--- config.mk ---
export PLATFORM = sky130hd
export DESIGN_NAME = alu_mp_seq
export DESIGN_NICKNAME = d
export VERILOG_FILES = /design/src/rtl/alu_mp_seq.sv
export SDC_FILE = /design/constraint.sdc
export NUM_CORES = 1
export LEC_CHECK = 0
export CELL_PAD_IN_SITES_DETAIL_PLACEMENT = 0
export CELL_PAD_IN_SITES_GLOBAL_PLACEMENT = 2
export CORE_UTILIZATION = 26
export CTS_BUF_LIST = sky130_fd_sc_hd__clkbuf_8
export CTS_CLUSTER_SIZE = 25
export DETAILED_ROUTE_END_ITERATION = 10
export PLACE_DENSITY = 0.89
export SKIP_LAST_GASP = 1
export SYNTH_ARGS = -nofsm -noshare
export SYNTH_HDL_FRONTEND = slang
export SYNTH_SLANG_ARGS = --single-unit
--- constraint.sdc ---
create_clock -name clk -period 2.65 [get_ports clk]
set_input_delay 0.6625 -clock clk [delete_from_list [all_inputs] [get_ports clk]]
set_output_delay 0.6625 -clock clk [all_outputs]
set_load 0.02 [all_outputs]
--- src/rtl/alu_mp_seq.sv ---
// Multi-precision sequencer: drives one N-bit ALU word by word, LS word first,
// chaining the carry to build a W*N-bit result with carry and zero flags.
module alu_mp_seq #(
  parameter int unsigned N    = 8,
  parameter int unsigned W    = 4,
  parameter int unsigned AC_N = 3
) (
  input  logic              clk,
  input  logic              rst,
  input  logic              start,
  input  logic [AC_N-1:0]   op,
  input  logic [W*N-1:0]    a_in,
  input  logic [W*N-1:0]    b_in,
  output logic              busy,
  output logic              done,
  output logic [W*N-1:0]    result,
  output logic              carry,
  output logic              zero,
  output logic [N-1:0]      alu_a,
  output logic [N-1:0]      alu_b,
  output logic              alu_cin,
  output logic [AC_N-1:0]   alu_cs,
  input  logic [N-1:0]      alu_s,
  input  logic              alu_zero,
  input  logic              alu_cout
);

  localparam int unsigned DW = W * N;
  localparam int unsigned IW = (W > 1) ? $clog2(W) : 1;

  localparam logic [AC_N-1:0] AC_AD = AC_N'(0);
  localparam logic [AC_N-1:0] AC_SB = AC_N'(1);
  localparam logic [AC_N-1:0] AC_AN = AC_N'(2);
  localparam logic [AC_N-1:0] AC_OR = AC_N'(3);
  localparam logic [AC_N-1:0] AC_LS = AC_N'(4);

  localparam logic [1:0] S_IDLE = 2'd0;
  localparam logic [1:0] S_RUN  = 2'd1;
  localparam logic [1:0] S_DONE = 2'd2;

  logic [1:0]      state_q;
  logic [1:0]      state_d;
  logic [IW-1:0]   idx;
  logic            cr;
  logic [AC_N-1:0] op_q;
  logic [DW-1:0]   a_q;
  logic [DW-1:0]   b_q;
  logic [DW-1:0]   res_run_c;
  logic            last_c;
  logic            arith_c;
  logic            unused_alu_zero;

  assign unused_alu_zero = alu_zero;
  assign last_c  = (idx == IW'(W - 1));
  assign arith_c = (op_q == AC_AD) || (op_q == AC_SB) || (op_q == AC_LS);

  // Next-state logic
  always_comb begin
    state_d = state_q;
    case (state_q)
      S_IDLE:  if (start) state_d = S_RUN;
      S_RUN:   if (last_c) state_d = S_DONE;
      S_DONE:  state_d = S_IDLE;
      default: state_d = S_IDLE;
    endcase
  end

  // ALU drive for the current word; parked on AND of zeros outside RUN
  always_comb begin
    alu_a   = '0;
    alu_b   = '0;
    alu_cin = 1'b0;
    alu_cs  = AC_AN;
    if (state_q == S_RUN) begin
      case (op_q)
        AC_AD: begin
          alu_cs  = AC_AD;
          alu_a   = a_q[idx*N +: N];
          alu_b   = b_q[idx*N +: N];
          alu_cin = cr;
        end
        AC_SB, AC_LS: begin
          alu_cs  = AC_AD;
          alu_a   = a_q[idx*N +: N];
          alu_b   = ~b_q[idx*N +: N];
          alu_cin = cr;
        end
        AC_AN: begin
          alu_cs = AC_AN;
          alu_a  = a_q[idx*N +: N];
          alu_b  = b_q[idx*N +: N];
        end
        AC_OR: begin
          alu_cs = AC_OR;
          alu_a  = a_q[idx*N +: N];
          alu_b  = b_q[idx*N +: N];
        end
        default: begin
          alu_cs = AC_AN;
        end
      endcase
    end
  end

  // Result after this RUN edge; compare only writes its flag on the last word
  always_comb begin
    res_run_c = result;
    if (op_q == AC_LS) begin
      if (last_c) res_run_c = DW'(!alu_cout);
    end else begin
      res_run_c[idx*N +: N] = alu_s;
    end
  end

  always_ff @(posedge clk) begin
    if (rst) begin
      state_q <= S_IDLE;
      idx     <= '0;
      cr      <= 1'b0;
      op_q    <= '0;
      a_q     <= '0;
      b_q     <= '0;
      busy    <= 1'b0;
      done    <= 1'b0;
      result  <= '0;
      carry   <= 1'b0;
      zero    <= 1'b1;
    end else begin
      state_q <= state_d;
      busy    <= (state_d != S_IDLE);
      done    <= (state_d == S_DONE);
      case (state_q)
        S_IDLE: begin
          if (start) begin
            op_q   <= op;
            a_q    <= a_in;
            b_q    <= b_in;
            result <= '0;
            idx    <= '0;
            cr     <= (op == AC_SB) || (op == AC_LS);
          end
        end
        S_RUN: begin
          result <= res_run_c;
          cr     <= arith_c ? alu_cout : 1'b0;
          idx    <= last_c ? '0 : idx + IW'(1);
          if (last_c) begin
            carry <= ((op_q == AC_AD) || (op_q == AC_SB)) ? alu_cout : 1'b0;
            zero  <= (res_run_c == '0);
          end
        end
        default: begin
        end
      endcase
    end
  end

endmodule

# ---- Word-level counts from Yosys, hierarchy flattened
# Cells that the tools add are included.
dict set report totals {
  inputBits 80
  ff_bits 108
  out_inout_bits 56
  wordCells 67
}
dict set report op_classes {
  n_reduce_logical 16
  add_sub_neg 2
  n_mux 23
  n_eq_ne 10
  bitwise_logic 1
  n_shift 4
}
# operator count
set ops {}
lappend ops {{$mux W32} 3}
lappend ops {{$pmux W32 S2} 1}
lappend ops {{$shiftx A32 B6 Y8} 2}
lappend ops {{$neg A5 Y34} 1}
lappend ops {{$shift A8 B34 Y32 const A} 1}
lappend ops {{$shiftx A8 B34 Y32} 1}
lappend ops {{$bwmux W32} 1}
lappend ops {{$logic_not A32 Y1} 1}
lappend ops {{$mux W8} 3}
lappend ops {{$pmux W8 S2} 1}
lappend ops {{$pmux W2 S2} 3}
lappend ops {{$mux W2} 5}
lappend ops {{$not A8 Y8} 1}
lappend ops {{$eq A3 B1 Y1 const B} 2}
lappend ops {{$eq A3 B2 Y1 const B} 2}
lappend ops {{$eq A3 B3 Y1 const B} 2}
lappend ops {{$reduce_and A2 Y1} 3}
lappend ops {{$reduce_or A3 Y1} 2}
lappend ops {{$mux W1} 5}
lappend ops {{$reduce_or A5 Y1} 1}
lappend ops {{$eq A2 B2 Y1 const B} 2}
lappend ops {{$reduce_bool A2 Y1} 2}
lappend ops {{$logic_not A3 Y1} 1}
lappend ops {{$logic_or A1 B1 Y1} 3}
lappend ops {{other kinds (7)} 7}

# ---- Logic depth before layout (Yosys ltp)
# Gate-level depths: netlist (run 1).
dict set report depth {
  word_depth 5
  ltp_mapped 12
  mapped_depth_nobuf 8
}

# ---- Worst setup path before layout (run 1)
# Ideal clock, no wire load.
dict set report synth_path {
  path_kind {reg2reg}
  start {reg idx[0]}
  end {reg zero}
  stages_incl_launch_ff 12
  n_path_buf 4
  synth_period_minus_slack_ps 2891
  slack_ps -241
  arrival_time_ps 2769
  cell_sequence {dfxtp_1 -> buf_4 -> buf_2 -> buf_2 -> inv_1 -> ha_1 -> clkbuf_1 -> nor4b_2 -> a32o_1 -> nand4bb_1 -> nor4_2 -> a221o_1}
}
dict set report synth_via {
  elab_chain_cells 5
  elab_cells_between_ends 9
  classes_between {1 x add/sub; 1 x eq/ne; 2 x shift; 3 x mux; 2 x reduce/logical}
}
# element line_no
set synth_lines {}
lappend synth_lines {{start: declaration} 43} ;# logic [IW-1:0] idx;
lappend synth_lines {{start signal: assignment} 146} ;# idx <= last_c ? '0 : idx + IW'(1);
lappend synth_lines {{$neg A5 Y34} 111} ;# res_run_c[idx*N +: N] = alu_s;
lappend synth_lines {{$shiftx A8 B34 Y32 / $shift A8 B34 Y32 (equally long branches)} 111}
lappend synth_lines {{$bwmux W32} 111}
lappend synth_lines {{$mux W32} 108} ;# if (op_q == AC_LS) begin
lappend synth_lines {{$logic_not A32 Y1} 149} ;# zero <= (res_run_c == '0);
lappend synth_lines {{end signal: assignment} 149}
lappend synth_lines {{end: declaration} 18} ;# output logic zero,
# Several ways; a longest one is shown, not always the timed one.
# A chain may end at the register's enable or synchronous reset.

# ---- Worst setup path in the final report (run 1)
dict set report layout_path {
  start {reg idx[0]}
  end {out alu_b[7]}
}
dict set report layout_via {
  elab_chain_cells 4
}
# element line_no
set layout_lines {}
lappend layout_lines {{$shiftx A32 B6 Y8 *} n/a}
lappend layout_lines {{$not A8 Y8} 85} ;# alu_b = ~b_q[idx*N +: N];
lappend layout_lines {{$pmux W8 S2 *} 75} ;# case (op_q)
lappend layout_lines {{$mux W8 *} 74} ;# if (state_q == S_RUN) begin
lappend layout_lines {{end: declaration} 20} ;# output logic [N-1:0] alu_b,
# Every way passes the cells marked *; elsewhere a longest branch is shown, timed or not.

==> results.cfg, run 1 <==
[run_status]
run_status = finished, violations left
violations = setup timing

[placement]
placement.io_buffers = 133
estimated_wirelength_of_the_detail_placed_design_mm = 11.5
preCtsSetupSlack_ns = -0.333
globalplace.congestion = 0.877

[power]
finalPower_mw = 3.53
power.share.combinational = 0.206
worst_ir_drop_vdd_mv = 0.207
power.density_cell_area_nw_per_um2 = 483
p_leak_nw = 2.73
internal-power_mw = 2.54
p_sw_frac = 0.281
power_frac_seq = 0.490
net-switching-power_uw = 994
clock_share_of_power = 0.305

[grt]
grt_overflow = 0
grt_pass1_wl_mm = 25.2
pin_count_of_the_biggest_net_entering_global_routing = 60
grt_usage = 0.164
antenna_found_initial = 0
via_count_of_the_first_global_routing_pass = 4620

[synth]
synth_top_cells_by_area = sky130_fd_sc_hd__dfxtp_1 43%, sky130_fd_sc_hd__nand2_1 10%, sky130_fd_sc_hd__a21oi_1 7.9%
netlist.area_leader.share = 0.426
distinct_cell_type_count_after_synthesis = 52
post_synth_instance_area_um2 = 5070
synth_area_per_cell_um2 = 8.42
netlist_instances = 602
async_set_reset_flop_share_out_of_synthesis = 0
postSynthNetCount = 688
synth_edf_count = 0
ys_dominant_reg_cell = sky130_fd_sc_hd__dfxtp_1
synthesis.yosys.warnings = 0
synth.yosys.seq_area_share = 0.426
synth_area_leader_cell = sky130_fd_sc_hd__dfxtp_1
synth.ff_latch_count = 108

[layout]
share_of_cells_above_drive_strength_1 = 0.180
insertedDiodeCount = 0
net_count_of_the_finished_layout = 843
most-common-layout-cells = 140 x sky130_fd_sc_hd__nand2_1, 114 x sky130_fd_sc_hd__clkdlybuf4s50_1, 106 x sky130_fd_sc_hd__dfxtp_1
synthToLayoutAreaGrowth_pct = 44.3
most_common_cell_after_layout_fill_and_taps_aside = sky130_fd_sc_hd__nand2_1

[worst_hold_path]
worstHoldEndpoint = a_q[23]
worstHoldPathCells = 2
hold_path_class = reg -> reg
min_from = a_q[23]

[drt]
ant_nets = 0
dr.pass1.iters = 5
detail_route.wirelength_mm = 16.2
num_vias = 4891
vias_per_cell = 4.79
drt-wirelength-per-cell_um = 15.8
drt-initial-drc-count = 333
drc_errors = 0

[clock_network]
cts-htree-levels = 3
cts_inserted_buffers = 9
clockRootBuffer = sky130_fd_sc_hd__clkbuf_8
clock_sink_count = 108
clk_transition_reported_paths_ns = 0.12
ctsLongestPathBuffers = 2
insertion_delay_ns = 0.40
tritoncts = built

[critical_path]
regToRegStartpoint = idx[0]
critical_path_buf_inv_count = 2
r2r.worst_path.cells = 9
timing.critical_path.mode_cell = sky130_fd_sc_hd__buf_6
startpoint_type = register
worst_path_dominant_cell_family = multiplexers
timing.critical_path.fanout_max = 4
path_class = reg -> out
cp-end-kind = output pin
ff2ff_setup_slack_ns = 0.11
critPathMaxStageDelay_ns = 0.53
r2r-end = zero
critical-path-slowest-cell = sky130_fd_sc_hd__mux4_2
crit_path_cell_trace = buf_6 > mux4_2 > mux2_2 > o22a_1 > nor2_2 > buf_6
critPathArrivalTime_ns = 2.18
crit_required_ns = 1.99

[timing]
slew_violations = 0
final_hold_viol_count = 0
grt_setup_unrepaired = yes
tightestPinTransition_ns = 0.673
fmax_mhz = 352
timing.final.crit_share = 1.07
slew-limit-headroom = 0.551
clock_period_minus_final_worst_setup_slack_ns = 2.84
fin_skew_ns = 0.0140
postLayoutSetupSlackWorst_ns = -0.191
setup-violations-final = 8

[floorplan]
initial_utilization = 0.268
die_area_um2 = 20100
die_h_um = 142
die_width_um = 142
num_rows = 50
io-pin-count = 136
area_of_the_core_um2 = 18900

[run]
maxCapViolCount = 0
[per-layer routing]
| metal | GRT usage | routed length (um) | vias to the layer above |
|---|---|---|---|
| li1 | - | - | 2426 |
| met1 | 0.223 | 7640 | 2314 |
| met2 | 0.257 | 7500 | 137 |
| met3 | 0.0375 | 790 | 14 |
| met4 | 0.0487 | 221 | 0 |
| met5 | 0 | 0 | - |
[stage by stage]
| step | TNS [ns] | hold slack, ns | util | instances | instance area (um2) |
|---|---|---|---|---|---|
| 4_1_cts | -1.46 | 0.462 | 0.384 | 1018 | 7250 |
| 5_1_grt | -1.97 | 0.478 | 0.387 | 1022 | 7310 |
| 3_5_place_dp | -4.09 | 0.446 | 0.368 | 994 | 6950 |
| 6_report | -1.22 | 0.460 | 0.387 | 1022 | 7310 |
| 3_3_place_gp | -3.83 | 0.441 | 0.368 | 994 | 6950 |
| 2_1_floorplan | 0 | 0.433 | - | 602 | 5090 |
[power groups by stage]
stage | Clock [mW] | Combinational (mW) | Sequential (mW)
finish | 1.08 | 0.726 | 1.73
detailed placement | 0 | 0.691 | 1.77
floorplan | 0 | 0.373 | 1.76
global route | 1.18 | 0.789 | 1.74
CTS | 1.12 | 0.723 | 1.73
global placement | 0 | 0.689 | 1.77
[worst max path at each step]
stage | end | start | depth (start not counted)
6_report | alu_b[7] | idx[0] | 6
5_1_grt | alu_b[7] | idx[0] | 6
4_1_cts | alu_b[7] | idx[0] | 6
3_5_place_dp | alu_b[7] | idx[0] | 5
3_3_place_gp | alu_b[7] | idx[0] | 5
2_1_floorplan | zero | idx[0] | 11
[worst register-to-register path, delay by kind of cell, from the launching register on]
kind                       cells  cell delay, ns
AOI/OAI and AO/OA              3            0.63
and+or+nand+nor                3            0.75
adders and majority gates      1            0.27
buffers and inverters          2            0.43
DFF                            1            0.37
[synthesized netlist by cell type (2+ instances only)]
master                        n
sky130_fd_sc_hd__inv_1        3
sky130_fd_sc_hd__mux2i_1      9
sky130_fd_sc_hd__dfxtp_1    108
sky130_fd_sc_hd__or4_1        2
sky130_fd_sc_hd__buf_1        5
sky130_fd_sc_hd__buf_4        3
sky130_fd_sc_hd__nand2b_1     4
sky130_fd_sc_hd__nor4_1       2
sky130_fd_sc_hd__nand2_1    141
sky130_fd_sc_hd__clkbuf_1    38
sky130_fd_sc_hd__a31oi_1      2
sky130_fd_sc_hd__a22oi_1     25
sky130_fd_sc_hd__a221oi_1     2
sky130_fd_sc_hd__nor4_2       2
sky130_fd_sc_hd__a32o_1       3
sky130_fd_sc_hd__mux4_2      16
sky130_fd_sc_hd__or2_2        2
sky130_fd_sc_hd__and2_1       5
sky130_fd_sc_hd__nor3_1       9
sky130_fd_sc_hd__o21ai_0      7
sky130_fd_sc_hd__o22ai_1      3
sky130_fd_sc_hd__a32oi_1      6
sky130_fd_sc_hd__buf_2        2
sky130_fd_sc_hd__ha_1         6
sky130_fd_sc_hd__o21bai_1     3
sky130_fd_sc_hd__nor2_1      57
sky130_fd_sc_hd__nor2b_1      5
sky130_fd_sc_hd__or3_1        2
sky130_fd_sc_hd__mux2_2       8
sky130_fd_sc_hd__nand3b_1     2
sky130_fd_sc_hd__a21oi_1     80
sky130_fd_sc_hd__o22a_1       8
sky130_fd_sc_hd__nand4bb_1    4
sky130_fd_sc_hd__and3_1       9
sky130_fd_sc_hd__a211oi_1     2
[what timing repair did]
item	4_1_cts	5_1_grt
endpoints found under the setup margin	29	14
gates cloned	1	0
gates resized for setup	87	10
pin swaps	3	5
hold buffers	0	0
buffers inserted	7	4
[state kept, by name (all words and copies together) (netlist names)]
signal / flops
cr: 1
carry: 1
a_q: 32
state_q: 2
done: 1
result: 32
op_q: 3
busy: 1
b_q: 32
idx: 2
zero: 1
[cell families (layout without fill, tap and decap cells)]
group | Yosys count | after routing | share of synthesized area
AO/OA/AOI/OAI | 147 | 147 | 0.180
XOR/XNOR | 1 | 1 | 0.00173
adder cells (fa/ha/maj) | 6 | 6 | 0.0148
buffers and inverters | 52 | 212 | 0.0427
flip-flops | 108 | 108 | 0.426
multiplexers | 33 | 33 | 0.107
other | 1 | 1 | 0.000740
AND/OR/NAND/NOR | 254 | 254 | 0.227
[layout make-up]
cell class | instances | area, um2
clock buffer | 10 | 138
clock inverter | 6 | 70.1
fill | 1970 | 11600
inverter | 3 | 11.3
multi-input combinational | 442 | 2760
sequential | 108 | 2170
tap | 260 | 325
timing repair buffer | 193 | 1850
Power figures use the tool's default switching activity.
==> inputs of run 2 (changes only) <==
--- a/config.mk
+++ b/config.mk
@@ -12,6 +12,7 @@
 export CTS_CLUSTER_SIZE = 25
 export DETAILED_ROUTE_END_ITERATION = 10
 export PLACE_DENSITY = 0.89
+export SETUP_SLACK_MARGIN = 0.02
 export SKIP_LAST_GASP = 1
 export SYNTH_ARGS = -nofsm -noshare
 export SYNTH_HDL_FRONTEND = slang
==> run 2 against run 1 <==
The flow still finishes with violations (setup timing). Clock skew hardly changed. Wire length rose by 0.63%. Maximum frequency hardly changed. Via count fell by 0.18%. Count of clock-buffer cells in the layout fell by 1. Sequential cell count is the same. Clock power is 6% lower. Die area stayed put. Critical endpoint is now alu_b[6].
==> results.cfg, run 2 (synthesis gave the netlist of run 1 again) <==
[timing]
final_hold_viol_count = 0
clock_period_minus_final_worst_setup_slack_ns = 2.84
slew-limit-headroom = 0.589
tightestPinTransition_ns = 0.614
hold_ws_ns = 0.461
fmax_mhz = 352
postLayoutSetupSlackWorst_ns = -0.190
grt_setup_unrepaired = yes
fin_skew_ns = 0.0140
setup-violations-final = 8
slew_violations = 0
timing.final.crit_share = 1.07

[clock_network]
clk_transition_reported_paths_ns = 0.11
clock_sink_count = 108
cts-htree-levels = 3
clockRootBuffer = sky130_fd_sc_hd__clkbuf_8
ctsLongestPathBuffers = 2
tritoncts = built
insertion_delay_ns = 0.40
cts_inserted_buffers = 9

[placement]
globalplace.congestion = 0.843
preCtsSetupSlack_ns = -0.391
dp.cells = 991
estimated_wirelength_of_the_detail_placed_design_mm = 11.6
placement.io_buffers = 133

[run]
maxCapViolCount = 0

[layout]
net_count_of_the_finished_layout = 843
stdcell_count = 1022
most-common-layout-cells = 140 x sky130_fd_sc_hd__nand2_1, 113 x sky130_fd_sc_hd__clkdlybuf4s50_1, 106 x sky130_fd_sc_hd__dfxtp_1
insertedDiodeCount = 0
most_common_cell_after_layout_fill_and_taps_aside = sky130_fd_sc_hd__nand2_1
largestRegisters = a_q x32, b_q x32, result x32
synthToLayoutAreaGrowth_pct = 44.7
share_of_cells_above_drive_strength_1 = 0.189

[grt]
grt_usage = 0.166
antenna_found_initial = 0
via_count_of_the_first_global_routing_pass = 4704
pin_count_of_the_biggest_net_entering_global_routing = 50
grt_overflow = 0
grt_pass1_wl_mm = 25.7

[floorplan]
die_h_um = 142
die_width_um = 142
area_of_the_core_um2 = 18900
die_area_um2 = 20100
num_rows = 50
initial_utilization = 0.268
io-pin-count = 136

[critical_path]
critical-path-slowest-cell = sky130_fd_sc_hd__mux4_2
cp-end-kind = output pin
critPathArrivalTime_ns = 2.18
critPathMaxStageDelay_ns = 0.54
path_class = reg -> out
startpoint_type = register
critical_path_buf_inv_count = 2
timing.critical_path.fanout_max = 3
worst_path_dominant_cell_family = multiplexers
crit_required_ns = 1.99
timing.critical_path.mode_cell = sky130_fd_sc_hd__buf_6
crit_path_cell_trace = buf_6 > mux4_2 > mux2_4 > o22a_1 > nor2_2 > buf_6

[run_status]
violations = setup timing
run_status = finished, violations left

[drt]
drt-wirelength-per-cell_um = 15.9
ant_nets = 0
drc_errors = 0
dr.pass1.iters = 4
drt-initial-drc-count = 301
num_vias = 4882
detail_route.wirelength_mm = 16.3
vias_per_cell = 4.78

[worst_hold_path]
hold_path_class = reg -> reg

[power]
p_leak_nw = 2.72
worst_ir_drop_vdd_mv = 0.224
power.density_cell_area_nw_per_um2 = 472
-- run 2: metal layers --
layer  vias up  GRT usage  wire length, um
met2       129      0.262             7590
met5         -          0                0
met4         0     0.0458              205
met3        15     0.0418              844
li1       2419          -                -
met1      2319      0.224             7620
-- run 2: area by class of cell --
cell class,count,area [um2]
sequential,108,2170
clock inverter,7,67.6
multi-input combinational,442,2810
clock buffer,9,124
fill,2005,11600
timing repair buffer,193,1830
tap,260,325
inverter,3,11.3
-- run 2: path summary, 6_finish.rpt --
path | startpoint | endpoint | slack (ns) | cells after the start
max | idx[0] | alu_b[6] | -0.19 | 6
min | a_q[13] | a_q[13] | 0.46 | 2
max reg2reg | idx[0] | zero | 0.18 | 12
min reg2reg | a_q[13] | a_q[13] | 0.46 | 2
-- run 2: repair_timing --
item                       4_1_cts  5_1_grt
setup endpoints to repair       27       24
hold buffers                     0        0
pin swaps                        5        7
buffers inserted                 9        5
resized for setup               90       18
gates cloned                     1        0
-- run 2: metrics by stage --
step                      cell area (um2)  TNS [ns]  total power, mW   util
after floorplan                      5090         0             2.13      -
after global placement               6900     -4.23             2.44  0.365
after detailed placement             6900     -4.99             2.44  0.365
after CTS                            7210     -1.55             3.49  0.382
after global routing                 7340     -1.99             3.63  0.388
final                                7340     -1.24             3.46  0.388
-- run 2: power by group --
group	total (mW)	internal [mW]	switching [mW]
sequential	1.73	1.69	0.0405
combinational	0.721	0.371	0.350
clock	1.01	0.367	0.645
-- run 2: worst register-to-register path, cell delays in order (launching register included) --
cell                      delay, ns
sky130_fd_sc_hd__dfxtp_4       0.39
sky130_fd_sc_hd__buf_4         0.14
sky130_fd_sc_hd__buf_12        0.14
sky130_fd_sc_hd__buf_4         0.13
sky130_fd_sc_hd__inv_1         0.07
sky130_fd_sc_hd__buf_4         0.16
sky130_fd_sc_hd__ha_4          0.18
sky130_fd_sc_hd__buf_4         0.13
sky130_fd_sc_hd__and4b_1       0.32
sky130_fd_sc_hd__o21ai_0       0.14
sky130_fd_sc_hd__a31oi_2       0.19
sky130_fd_sc_hd__nor4_2        0.08
sky130_fd_sc_hd__a221o_1       0.29
==> inputs of run 3 (changes only) <==
--- a/config.mk
+++ b/config.mk
@@ -7,11 +7,11 @@
 export LEC_CHECK = 0
 export CELL_PAD_IN_SITES_DETAIL_PLACEMENT = 0
 export CELL_PAD_IN_SITES_GLOBAL_PLACEMENT = 2
-export CORE_UTILIZATION = 26
-export CTS_BUF_LIST = sky130_fd_sc_hd__clkbuf_8
+export CORE_UTILIZATION = 25
+export CTS_BUF_LIST = sky130_fd_sc_hd__clkbuf_16
 export CTS_CLUSTER_SIZE = 25
 export DETAILED_ROUTE_END_ITERATION = 10
-export PLACE_DENSITY = 0.89
+export PLACE_DENSITY = 0.86
 export SETUP_SLACK_MARGIN = 0.02
 export SKIP_LAST_GASP = 1
 export SYNTH_ARGS = -nofsm -noshare
==> run 3 against run 2 <==
The flow still finishes with violations (setup timing). Critical endpoint unchanged. Clock power grew 25%. Largest cell class unchanged. Combinational power shrank 2%. Die area grew 3.9%. Worst setup slack gained 0.042 ns. Critical path depth is the same. Worst hold slack lost 0.0075 ns. Wire length shrank 0.39%. Sequential cell count is the same. Critical path type unchanged. Non-clock buffer count shrank 6.
==> results.cfg, run 3 (synthesis gave the netlist of run 1 again) <==
[drt]
drt-initial-drc-count = 272
drc_errors = 0
ant_nets = 0
vias_per_cell = 4.71
num_vias = 4814
dr.pass1.iters = 4
detail_route.wirelength_mm = 16.2
drt-wirelength-per-cell_um = 15.9

[timing]
setup-violations-final = 15
timing.final.crit_share = 1.06
tightestPinTransition_ns = 0.722
postLayoutSetupSlackWorst_ns = -0.148
grt_setup_unrepaired = yes
totalNegativeSetupSlack_ns = -1.45
fmax_mhz = 357
clock_period_minus_final_worst_setup_slack_ns = 2.80
slew-limit-headroom = 0.519
final_hold_viol_count = 0
slew_violations = 0
fin_skew_ns = 0.00426

[critical_path]
cp-endpoint = alu_b[6]
regToRegStartpoint = idx[0]
critPathMaxStageDelay_ns = 0.55
cp-end-kind = output pin
ff2ff_setup_slack_ns = 0.16
r2r-end = zero
path_class = reg -> out
critical-path-slowest-cell = sky130_fd_sc_hd__mux4_2
critical_path_buf_inv_count = 2
critical_path_depth = 6
worst_path_dominant_cell_family = multiplexers
worstSetupStartpoint = idx[0]
r2r.worst_path.cells = 11
crit_required_ns = 1.99
startpoint_type = register
critPathArrivalTime_ns = 2.14
timing.critical_path.fanout_max = 5
crit_path_cell_trace = buf_12 > mux4_2 > mux2_2 > o22a_1 > nor2_2 > buf_6

[clock_network]
cts-htree-levels = 3
ctsLongestPathBuffers = 2
clk_transition_reported_paths_ns = 0.07
tritoncts = built
insertion_delay_ns = 0.35
cts-hold-fix-buffers = 0
clockRootBuffer = sky130_fd_sc_hd__clkbuf_16
cts_inserted_buffers = 9
clock_sink_count = 108

[layout]
most-common-layout-cells = 140 x sky130_fd_sc_hd__nand2_1, 114 x sky130_fd_sc_hd__clkdlybuf4s50_1, 106 x sky130_fd_sc_hd__dfxtp_1
stdcell_count = 1021
synthToLayoutAreaGrowth_pct = 44.5
postLayoutCellArea_um2 = 7330
insertedDiodeCount = 0
share_of_cells_above_drive_strength_1 = 0.156
net_count_of_the_finished_layout = 837
largestRegisters = a_q x32, b_q x32, result x32
layout.filler_cells = 2090
most_common_cell_after_layout_fill_and_taps_aside = sky130_fd_sc_hd__nand2_1

[grt]
via_count_of_the_first_global_routing_pass = 4687
grt_overflow = 0
grt_usage = 0.162
antenna_found_initial = 0
pin_count_of_the_biggest_net_entering_global_routing = 65
grt_pass1_wl_mm = 25.5

[placement]
estimated_wirelength_of_the_detail_placed_design_mm = 11.6
dp.cells = 998
cell_area_placed_um2 = 6930
globalplace.congestion = 0.828
placement.io_buffers = 133

[power]
finalPower_mw = 3.69
power.density_cell_area_nw_per_um2 = 504
p_leak_nw = 2.72
worst_ir_drop_vdd_mv = 0.283

[run_status]
violations = setup timing
run_status = finished, violations left

[worst_hold_path]
hold_path_class = reg -> reg
min_from = a_q[4]

[floorplan]
area_of_the_core_um2 = 19700
num_rows = 51
initial_utilization = 0.258
die_h_um = 144
io-pin-count = 136
die_width_um = 144
die_area_um2 = 20900

[run]
maxCapViolCount = 0
## run 3: area by class of cell
type	instances	area, um2	area share
timing repair buffer	187	1810	0.247
tap	265	332	0.0452
inverter	3	11.3	0.00154
clock buffer	9	225	0.0307
multi-input combinational	442	2740	0.374
clock inverter	7	43.8	0.00598
sequential	108	2170	0.296
## run 3: through the flow
step	hold slack, ns	setup WS (ns)	util
floorplan	0.433	0.0368	-
finish	0.453	-0.148	0.373
detailed placement	0.444	-0.367	0.353
global route	0.467	-0.222	0.373
CTS	0.454	-0.155	0.372
global placement	0.441	-0.353	0.353
## run 3: what timing repair did
| item | 4_1_cts | 5_1_grt |
|---|---|---|
| gates resized for setup | 67 | 7 |
| setup buffers | 7 | 0 |
| pin swaps | 5 | 9 |
| setup endpoints to repair | 26 | 17 |
## run 3: power breakdown
group	internal [mW]	total [mW]	switching [mW]
Combinational	0.360	0.706	0.346
Clock	0.633	1.26	0.626
Sequential	1.69	1.73	0.0395
Total	2.68	3.69	1.01
## run 3: layer usage
layer / global-route usage / part of all wire / vias up
met5: 0 / 0 / -
met4: 0.0371 / 0.0082 / 0
met3: 0.0387 / 0.055 / 9
met2: 0.261 / 0.47 / 134
met1: 0.216 / 0.47 / 2260
li1: - / - / 2411
## run 3: worst min-delay path by stage
stage / slack (ns) / to / cells after the start
2_1_floorplan: 0.43 / a_q[17] / 2
3_3_place_gp: 0.44 / b_q[7] / 2
3_5_place_dp: 0.44 / b_q[30] / 2
4_1_cts: 0.45 / b_q[30] / 2
5_1_grt: 0.47 / a_q[14] / 2
6_report: 0.45 / a_q[4] / 2
## run 3: worst register-to-register path: cells and delay by family (launching register included)
family,cells,cell delay (ns)
fa+ha+maj,1,0.28
compound gates,3,0.63
buf+inv,5,0.69
simple gates,2,0.40
flops,1,0.37
